==> src/rtl/jzjpcc_pc_pkg.sv <==
// Shared types for the fetch PC unit: word-aligned PC type and redirect source encoding.
package jzjpcc_pc_pkg;

    localparam int DEF_PC_MAX_B = 31;
    localparam int DEF_RAS_DEPTH = 4;

    typedef logic [DEF_PC_MAX_B:2] pc_t;

    typedef enum logic [2:0] {
        SRC_NONE,
        SRC_DEC_JUMP,
        SRC_RAS,
        SRC_EX,
        SRC_TRAP
    } redirect_src_t;

    // Width of the RAS occupancy counter: must be able to hold RAS_DEPTH itself.
    function automatic int ras_count_width(input int depth);
        return $clog2(depth) + 1;
    endfunction

endpackage

==> src/rtl/jzjpcc_pc_unit_if.sv <==
// Fetch PC unit bus: redirect requests from decode/execute/trap in, fetch PCs and RAS occupancy out.
interface jzjpcc_pc_unit_if
    import jzjpcc_pc_pkg::*;
#(
    parameter int PC_MAX_B  = DEF_PC_MAX_B,
    parameter int RAS_DEPTH = DEF_RAS_DEPTH
);
    localparam int CW = ras_count_width(RAS_DEPTH);

    logic                initialize;
    logic                stall_fetch;
    logic                trap_valid;
    logic [PC_MAX_B:2]   trap_pc;
    logic                ex_redirect_valid;
    logic [PC_MAX_B:2]   ex_redirect_pc;
    logic                dec_jump_valid;
    logic [PC_MAX_B:2]   dec_jump_pc;
    logic                dec_call;
    logic                dec_ret;
    logic [PC_MAX_B:2]   dec_pc;
    logic [PC_MAX_B:2]   currentPC_fetch;
    logic [PC_MAX_B:2]   nextPC;
    logic [CW-1:0]       ras_count;

    modport master (
        output initialize, stall_fetch,
        output trap_valid, trap_pc,
        output ex_redirect_valid, ex_redirect_pc,
        output dec_jump_valid, dec_jump_pc,
        output dec_call, dec_ret, dec_pc,
        input  currentPC_fetch, nextPC, ras_count
    );

    modport slave (
        input  initialize, stall_fetch,
        input  trap_valid, trap_pc,
        input  ex_redirect_valid, ex_redirect_pc,
        input  dec_jump_valid, dec_jump_pc,
        input  dec_call, dec_ret, dec_pc,
        output currentPC_fetch, nextPC, ras_count
    );

endinterface

==> src/rtl/jzjpcc_ras.sv <==
// Circular return-address stack. Push past full overwrites the oldest entry;
// push+pop together replaces the top in place.
module jzjpcc_ras
    import jzjpcc_pc_pkg::*;
#(
    parameter int PC_MAX_B  = DEF_PC_MAX_B,
    parameter int RAS_DEPTH = DEF_RAS_DEPTH,
    localparam int CW       = ras_count_width(RAS_DEPTH),
    localparam int PTR_W    = $clog2(RAS_DEPTH)
) (
    input  logic                clock,
    input  logic                reset,
    input  logic                push,
    input  logic                pop,
    input  logic [PC_MAX_B:2]   push_pc,
    output logic [PC_MAX_B:2]   top,
    output logic [CW-1:0]       count
);

    logic [PC_MAX_B:2] mem [RAS_DEPTH];
    logic [PTR_W-1:0]  ptr;
    logic [PTR_W-1:0]  ptr_top;
    logic              pop_ok;
    logic              replace;
    logic              push_only;
    logic              pop_only;

    // ptr points at the next free slot; the top lives one below it (wrapping).
    assign ptr_top   = ptr - PTR_W'(1);
    assign pop_ok    = pop && (count != '0);
    assign replace   = push && pop_ok;
    assign push_only = push && !pop_ok;
    assign pop_only  = pop_ok && !push;
    assign top       = mem[ptr_top];

    // Entry storage; contents are only meaningful below count, so no reset.
    always_ff @(posedge clock) begin
        if (replace) begin
            mem[ptr_top] <= push_pc;
        end else if (push_only) begin
            mem[ptr] <= push_pc;
        end
    end

    // Pointer and occupancy tracking.
    always_ff @(posedge clock or negedge reset) begin
        if (!reset) begin
            ptr   <= '0;
            count <= '0;
        end else if (push_only) begin
            ptr <= ptr + PTR_W'(1);
            if (count != CW'(RAS_DEPTH)) begin
                count <= count + CW'(1);
            end
        end else if (pop_only) begin
            ptr   <= ptr_top;
            count <= count - CW'(1);
        end
    end

endmodule

==> src/rtl/jzjpcc_pc_unit.sv <==
// Fetch-stage PC generator: prioritised redirect mux, pending redirect held
// across stalls, and a RAS for call/return prediction.
module jzjpcc_pc_unit
    import jzjpcc_pc_pkg::*;
#(
    parameter int          PC_MAX_B     = DEF_PC_MAX_B,
    parameter logic [31:0] RESET_VECTOR = 32'h0000_0000,
    parameter int          RAS_DEPTH    = DEF_RAS_DEPTH
) (
    input  logic           clock,
    input  logic           reset,
    jzjpcc_pc_unit_if.slave bus
);

    typedef logic [PC_MAX_B:2] lpc_t;

    lpc_t          cur_pc;
    lpc_t          next_pc;
    logic          pend_valid;
    lpc_t          pend_pc;
    redirect_src_t sel_src;
    lpc_t          sel_pc;
    logic          eff_valid;
    lpc_t          eff_pc;
    logic          hold;
    logic          squash;
    logic          ras_push;
    logic          ras_pop;
    lpc_t          ras_top;
    logic [ras_count_width(RAS_DEPTH)-1:0] ras_count;

    assign hold   = bus.initialize | bus.stall_fetch;
    // Older-instruction redirects kill whatever decode is doing this cycle.
    assign squash = bus.trap_valid | bus.ex_redirect_valid;

    assign ras_push = bus.dec_call & ~squash;
    assign ras_pop  = bus.dec_ret & ~squash;

    jzjpcc_ras #(
        .PC_MAX_B  (PC_MAX_B),
        .RAS_DEPTH (RAS_DEPTH)
    ) u_ras (
        .clock   (clock),
        .reset   (reset),
        .push    (ras_push),
        .pop     (ras_pop),
        .push_pc (bus.dec_pc + lpc_t'(1)),
        .top     (ras_top),
        .count   (ras_count)
    );

    // Fixed-priority redirect selection; a return with an empty RAS falls through.
    always_comb begin
        sel_src = SRC_NONE;
        sel_pc  = '0;
        if (bus.trap_valid) begin
            sel_src = SRC_TRAP;
            sel_pc  = bus.trap_pc;
        end else if (bus.ex_redirect_valid) begin
            sel_src = SRC_EX;
            sel_pc  = bus.ex_redirect_pc;
        end else if (bus.dec_ret && (ras_count != '0)) begin
            sel_src = SRC_RAS;
            sel_pc  = ras_top;
        end else if (bus.dec_jump_valid) begin
            sel_src = SRC_DEC_JUMP;
            sel_pc  = bus.dec_jump_pc;
        end
    end

    // This cycle's request beats anything pending (youngest request wins).
    always_comb begin
        eff_valid = pend_valid;
        eff_pc    = pend_pc;
        if (sel_src != SRC_NONE) begin
            eff_valid = 1'b1;
            eff_pc    = sel_pc;
        end
        if (hold) begin
            next_pc = cur_pc;
        end else if (eff_valid) begin
            next_pc = eff_pc;
        end else begin
            next_pc = cur_pc + lpc_t'(1);
        end
    end

    // PC register and pending redirect latch.
    always_ff @(posedge clock or negedge reset) begin
        if (!reset) begin
            cur_pc     <= RESET_VECTOR[PC_MAX_B:2];
            pend_valid <= 1'b0;
            pend_pc    <= '0;
        end else if (hold) begin
            pend_valid <= eff_valid;
            pend_pc    <= eff_pc;
        end else begin
            cur_pc     <= next_pc;
            pend_valid <= 1'b0;
        end
    end

    assign bus.currentPC_fetch = cur_pc;
    assign bus.nextPC          = next_pc;
    assign bus.ras_count       = ras_count;

endmodule

==> src/flat_wrapper.sv <==
// flat-port wrapper written by rule: the top's interface ports become plain ports
module jzjpcc_pc_unit_flat import jzjpcc_pc_pkg::*;
#(
    parameter int          PC_MAX_B     = DEF_PC_MAX_B,
    parameter logic [31:0] RESET_VECTOR = 32'h0000_0000,
    parameter int          RAS_DEPTH    = DEF_RAS_DEPTH
)
  (clock, reset, bus_initialize, bus_stall_fetch, bus_trap_valid, bus_trap_pc, bus_ex_redirect_valid, bus_ex_redirect_pc, bus_dec_jump_valid, bus_dec_jump_pc, bus_dec_call, bus_dec_ret, bus_dec_pc, bus_currentPC_fetch, bus_nextPC, bus_ras_count);
  jzjpcc_pc_unit_if #(.PC_MAX_B(PC_MAX_B), .RAS_DEPTH(RAS_DEPTH)) bus_i ();
  input  logic clock;
  input  logic reset;
  input wire logic [$bits(bus_i.initialize)-1:0] bus_initialize;
  input wire logic [$bits(bus_i.stall_fetch)-1:0] bus_stall_fetch;
  input wire logic [$bits(bus_i.trap_valid)-1:0] bus_trap_valid;
  input wire logic [$bits(bus_i.trap_pc)-1:0] bus_trap_pc;
  input wire logic [$bits(bus_i.ex_redirect_valid)-1:0] bus_ex_redirect_valid;
  input wire logic [$bits(bus_i.ex_redirect_pc)-1:0] bus_ex_redirect_pc;
  input wire logic [$bits(bus_i.dec_jump_valid)-1:0] bus_dec_jump_valid;
  input wire logic [$bits(bus_i.dec_jump_pc)-1:0] bus_dec_jump_pc;
  input wire logic [$bits(bus_i.dec_call)-1:0] bus_dec_call;
  input wire logic [$bits(bus_i.dec_ret)-1:0] bus_dec_ret;
  input wire logic [$bits(bus_i.dec_pc)-1:0] bus_dec_pc;
  output wire logic [$bits(bus_i.currentPC_fetch)-1:0] bus_currentPC_fetch;
  output wire logic [$bits(bus_i.nextPC)-1:0] bus_nextPC;
  output wire logic [$bits(bus_i.ras_count)-1:0] bus_ras_count;
  assign bus_i.initialize = bus_initialize;
  assign bus_i.stall_fetch = bus_stall_fetch;
  assign bus_i.trap_valid = bus_trap_valid;
  assign bus_i.trap_pc = bus_trap_pc;
  assign bus_i.ex_redirect_valid = bus_ex_redirect_valid;
  assign bus_i.ex_redirect_pc = bus_ex_redirect_pc;
  assign bus_i.dec_jump_valid = bus_dec_jump_valid;
  assign bus_i.dec_jump_pc = bus_dec_jump_pc;
  assign bus_i.dec_call = bus_dec_call;
  assign bus_i.dec_ret = bus_dec_ret;
  assign bus_i.dec_pc = bus_dec_pc;
  assign bus_currentPC_fetch = bus_i.currentPC_fetch;
  assign bus_nextPC = bus_i.nextPC;
  assign bus_ras_count = bus_i.ras_count;
  jzjpcc_pc_unit #(.PC_MAX_B(PC_MAX_B), .RESET_VECTOR(RESET_VECTOR), .RAS_DEPTH(RAS_DEPTH)) u_core (.clock(clock), .reset(reset), .bus(bus_i));
endmodule
==> config.mk <==
export PLATFORM = sky130hd
export DESIGN_NAME = jzjpcc_pc_unit_flat
export DESIGN_NICKNAME = d
export VERILOG_FILES = /design/src/rtl/jzjpcc_pc_pkg.sv /design/src/rtl/jzjpcc_pc_unit_if.sv /design/src/rtl/jzjpcc_ras.sv /design/src/rtl/jzjpcc_pc_unit.sv /design/src/flat_wrapper.sv
export SDC_FILE = /design/constraint.sdc
export NUM_CORES = 1
export LEC_CHECK = 0
export BUFFER_PORTS_ARGS = -buffer_cell sky130_fd_sc_hd__clkbuf_2
export CORE_ASPECT_RATIO = 1.4
export CORE_UTILIZATION = 50
export CTS_BUF_LIST = sky130_fd_sc_hd__clkbuf_4
export CTS_CLUSTER_SIZE = 28
export DETAILED_ROUTE_END_ITERATION = 7
export MAX_ROUTING_LAYER = met4
export PLACE_DENSITY = 0.87
export SLEW_MARGIN = 20
export SYNTH_ARGS = -nofsm -noshare
export SYNTH_HDL_FRONTEND = slang
export SYNTH_SLANG_ARGS = --single-unit
==> constraint.sdc <==
create_clock -name clock -period 4.45 [get_ports clock]
set_input_delay 0.6675 -clock clock [delete_from_list [all_inputs] [get_ports clock]]
set_output_delay 0.6675 -clock clock [all_outputs]
set_load 0.05 [all_outputs]
==> impl_results.md <==
* Clock sinks at ~190
* Routability cong. at 0.977
* Fin. max-slew vios at 0
* Layout filler cell count at 1445
* Die area at approximately 19000 µm²
* Post-cts hold buffer count at 0
* Yosys Warn Count at 0
* Area Overhead vs Synth at 17.0%
* Unique masters post-synth at 62
* Clock Latency Late Sink at 0.57 ns
* Remaining DRCs at 0
* Outcome: completed
* Required time of the worst setup path at approximately 3.8 ns
* FMAX at about 250 MHz
* Drt wl/cell at 21.5 µm
* Syn Std Cell Area at roughly 9500 µm²
* Synth area leaders: edfxtp_1 38%, dfrtp_1 17%, mux4_2 7.1%
* Final WL at 26300 µm
* Worst R2R Path Depth at 9
* I/O pins at between 150 and 200
* Maximum clock path buffer count at 2
* Post-DP HPWL at 19700 µm
* Crit path launch type: flip-flop
* Share of cells above drive strength 1 at a little over 30%
* Final-report hold violation count at 0
* Post-synth EDFFs at 120
* CP max FO at 17
* Synthesized instance count at roughly 790
* Async SR Flop Fraction at 35.5%
* Worst VDD drop at ~200 µV
* Global-route wire length before repair at 40500 µm
* PortBufs at 191
* Hold Crit Class: primary input to async pin
* Avg Cell Area, Syn at approximately 12 µm²
* Sequential area share after synthesis at 55.6%
* Post_cts resized at 0
* Crit-path leading delay family: simple AND/OR/NAND/NOR gates
* Slew @ Worst Pin at around 1.1 ns
* GRT Total Usage at 28.4%
* Largest net degree at the start of global routing at 72
* Predominant post-synthesis flop cell: edfxtp_1
* CP Capture Type: primary output
* Worst Path Buf+Inv at 1
* Most frequent cell after synthesis: edfxtp_1
* Critical Path, Cell by Cell: o31a_1 -> or4_4 -> nand2_1 -> a211oi_1 -> a311oi_1 -> clkbuf_2
* RSZ-0062 raised after global routing: no
* TNS Setup at 0 ns
* Total number of H-tree levels at 4
* Tcrit/Tclk final at 90.6%
* Worst EP arrival at ~3.4 ns
* CTS Buf Count at 17
* Starting Density at 51.0%
* Final setup viols at 0
* Hold Slack at 0.0788 ns
* Clock-pin slew on the worst setup and hold paths at roughly 0.19 ns
* Row cnt at 59
* Antenna violation net count after detailed routing at 0
* Nets at 1101
* Relative slew slack at 28.5%
* Setup bufs post-CTS at 0
* Critical-path top delay cell: or4_4
* Post-Syn Nets at roughly 920
* Leak pwr at 4.36 nW
* Power, Total at 0.00487 W
* Share of the synthesized area in the top cell type at 38.1%
* Placement Setup Slack at around 0.71 ns
* Worst Setup Slack, final at 0.420 ns
* Min Tclk post-route at 4.03 ns
* Initial antenna violation count at 1
* Iter 0 DRT Violations at 936
* Root Driver: clkbuf_4
* Crit-path max cell delay at 0.63 ns
* Vias/cell at 6.35
* CTS tree: done
* #FFs+latches synth at 186
* Synth area leader: edfxtp_1
* Drt pass-1 iters at 6
* Critical Path Stages at 6
* Die W at 118 µm
* Vias at 7762
* Clk_skew at 0.0331 ns
* Number of global-route vias before repair at 7528
* Chip height at 165 µm
* Max-Cap Viols at 0
* Commonest cells post-synth: 120 x edfxtp_1, 66 x dfrtp_1, 60 x a21oi_1, 59 x nor2_1, 37 x nand2_1
* Total gr overflow at 0
* PD cells at around 440 nW/µm²
* Area of the core at 18500 µm²
* Setup CP Type: flip-flop to primary output
metrics by stage:
step / util (%) / instance area [µm²] / cells
final: 59.7 / 11100 / 1223
after global routing: 59.7 / 11100 / 1223
after CTS: 59.6 / 11000 / 1222
after detailed placement: 57.9 / 10700 / 1190
after global placement: 57.9 / 10700 / 1190
after floorplan: - / 9450 / 785
cell families (layout without fill, tap and decap cells):
group | Yosys count | in the layout | synth area share [%]
muxes | 59 | 59 | 10.3
and+or+nand+nor | 221 | 221 | 11.8
other | 0 | 1 | 0
AOI/OAI and AO/OA | 213 | 213 | 15.3
DFF | 186 | 186 | 55.6
adders and majority gates | 7 | 7 | 1.01
buffers and inverters | 67 | 260 | 3.03
xor gates and xnor gates | 32 | 32 | 2.97
registers in the layout, indices dropped and copies added, names as in the netlist:
register                    cells
u_core.bus.currentPC_fetch     30
u_core.pend_pc                 30
u_core.pend_valid               1
u_core.u_ras.count              3
u_core.u_ras.mem              120
u_core.u_ras.ptr                2
final timing paths:
check                      slack [ns]                         startpoint                                   endpoint
min in group clock               0.47                      bus_dec_pc[0]           u_core.u_ras.mem[3][0]$_DFFE_PP_
max                              0.42  u_core.u_ras.count[0]$_DFFE_PN0P_                             bus_nextPC[25]
max reg2reg                      0.96  u_core.u_ras.count[0]$_DFFE_PN0P_          u_core.u_ras.mem[0][18]$_DFFE_PP_
max in group asynchronous        3.31                              reset              u_core.pend_pc[5]$_DFFE_PN0P_
min                              0.08                              reset  u_core.bus.currentPC_fetch[6]$_DFFE_PN0N_
min reg2reg                      0.51      u_core.pend_pc[7]$_DFFE_PN0P_              u_core.pend_pc[7]$_DFFE_PN0P_
power breakdown:
part	internal [W]	switching, W	total (W)	leakage [nW]
Combinational	0.000603	0.00109	0.00169	2.35
Clock	0.000270	0.000669	0.000939	0.165
Sequential	0.00204	0.000195	0.00224	1.85
cell type report:
| cell class | instances | area, µm² | area share [%] |
|---|---|---|---|
| well taps | 244 | 305 | 2.76 |
| clock inverters | 15 | 189 | 1.71 |
| inverters | 12 | 45.0 | 0.407 |
| diodes | 1 | 2.50 | 0.0226 |
| flip-flops and latches | 186 | 5260 | 47.5 |
| repair buffers | 216 | 1180 | 10.7 |
| clock buffers | 17 | 128 | 1.15 |
| multi-input cells | 532 | 3950 | 35.7 |
per-layer routing:
metal | part of all wire [%] | GRT usage [%] | vias to the layer above
li1 | - | - | 3442
met1 | 38 | 33.6 | 3731
met2 | 49 | 46.8 | 486
met3 | 6.9 | 3.49 | 103
met4 | 5.8 | 17.2 | 0
met5 | 0 | - | -
cells in the final DEF (no fill, tap or decap), types with 13 or more instances in the layout:
cell type,netlist,layout
clkbuf_2,0,190
edfxtp_1,120,120
dfrtp_1,66,65
a21oi_1,60,60
nor2_1,59,55
nand2_1,37,37
nor3_1,36,34
nand3_1,33,33
o21ai_0,32,32
mux4_2,30,30
mux2i_1,26,26
xnor2_1,23,23
a211oi_1,23,23
buf_4,1,23
clkbuf_4,0,17
nand4_1,16,16
and3_1,13,13
Power figures use the tool's default switching activity.
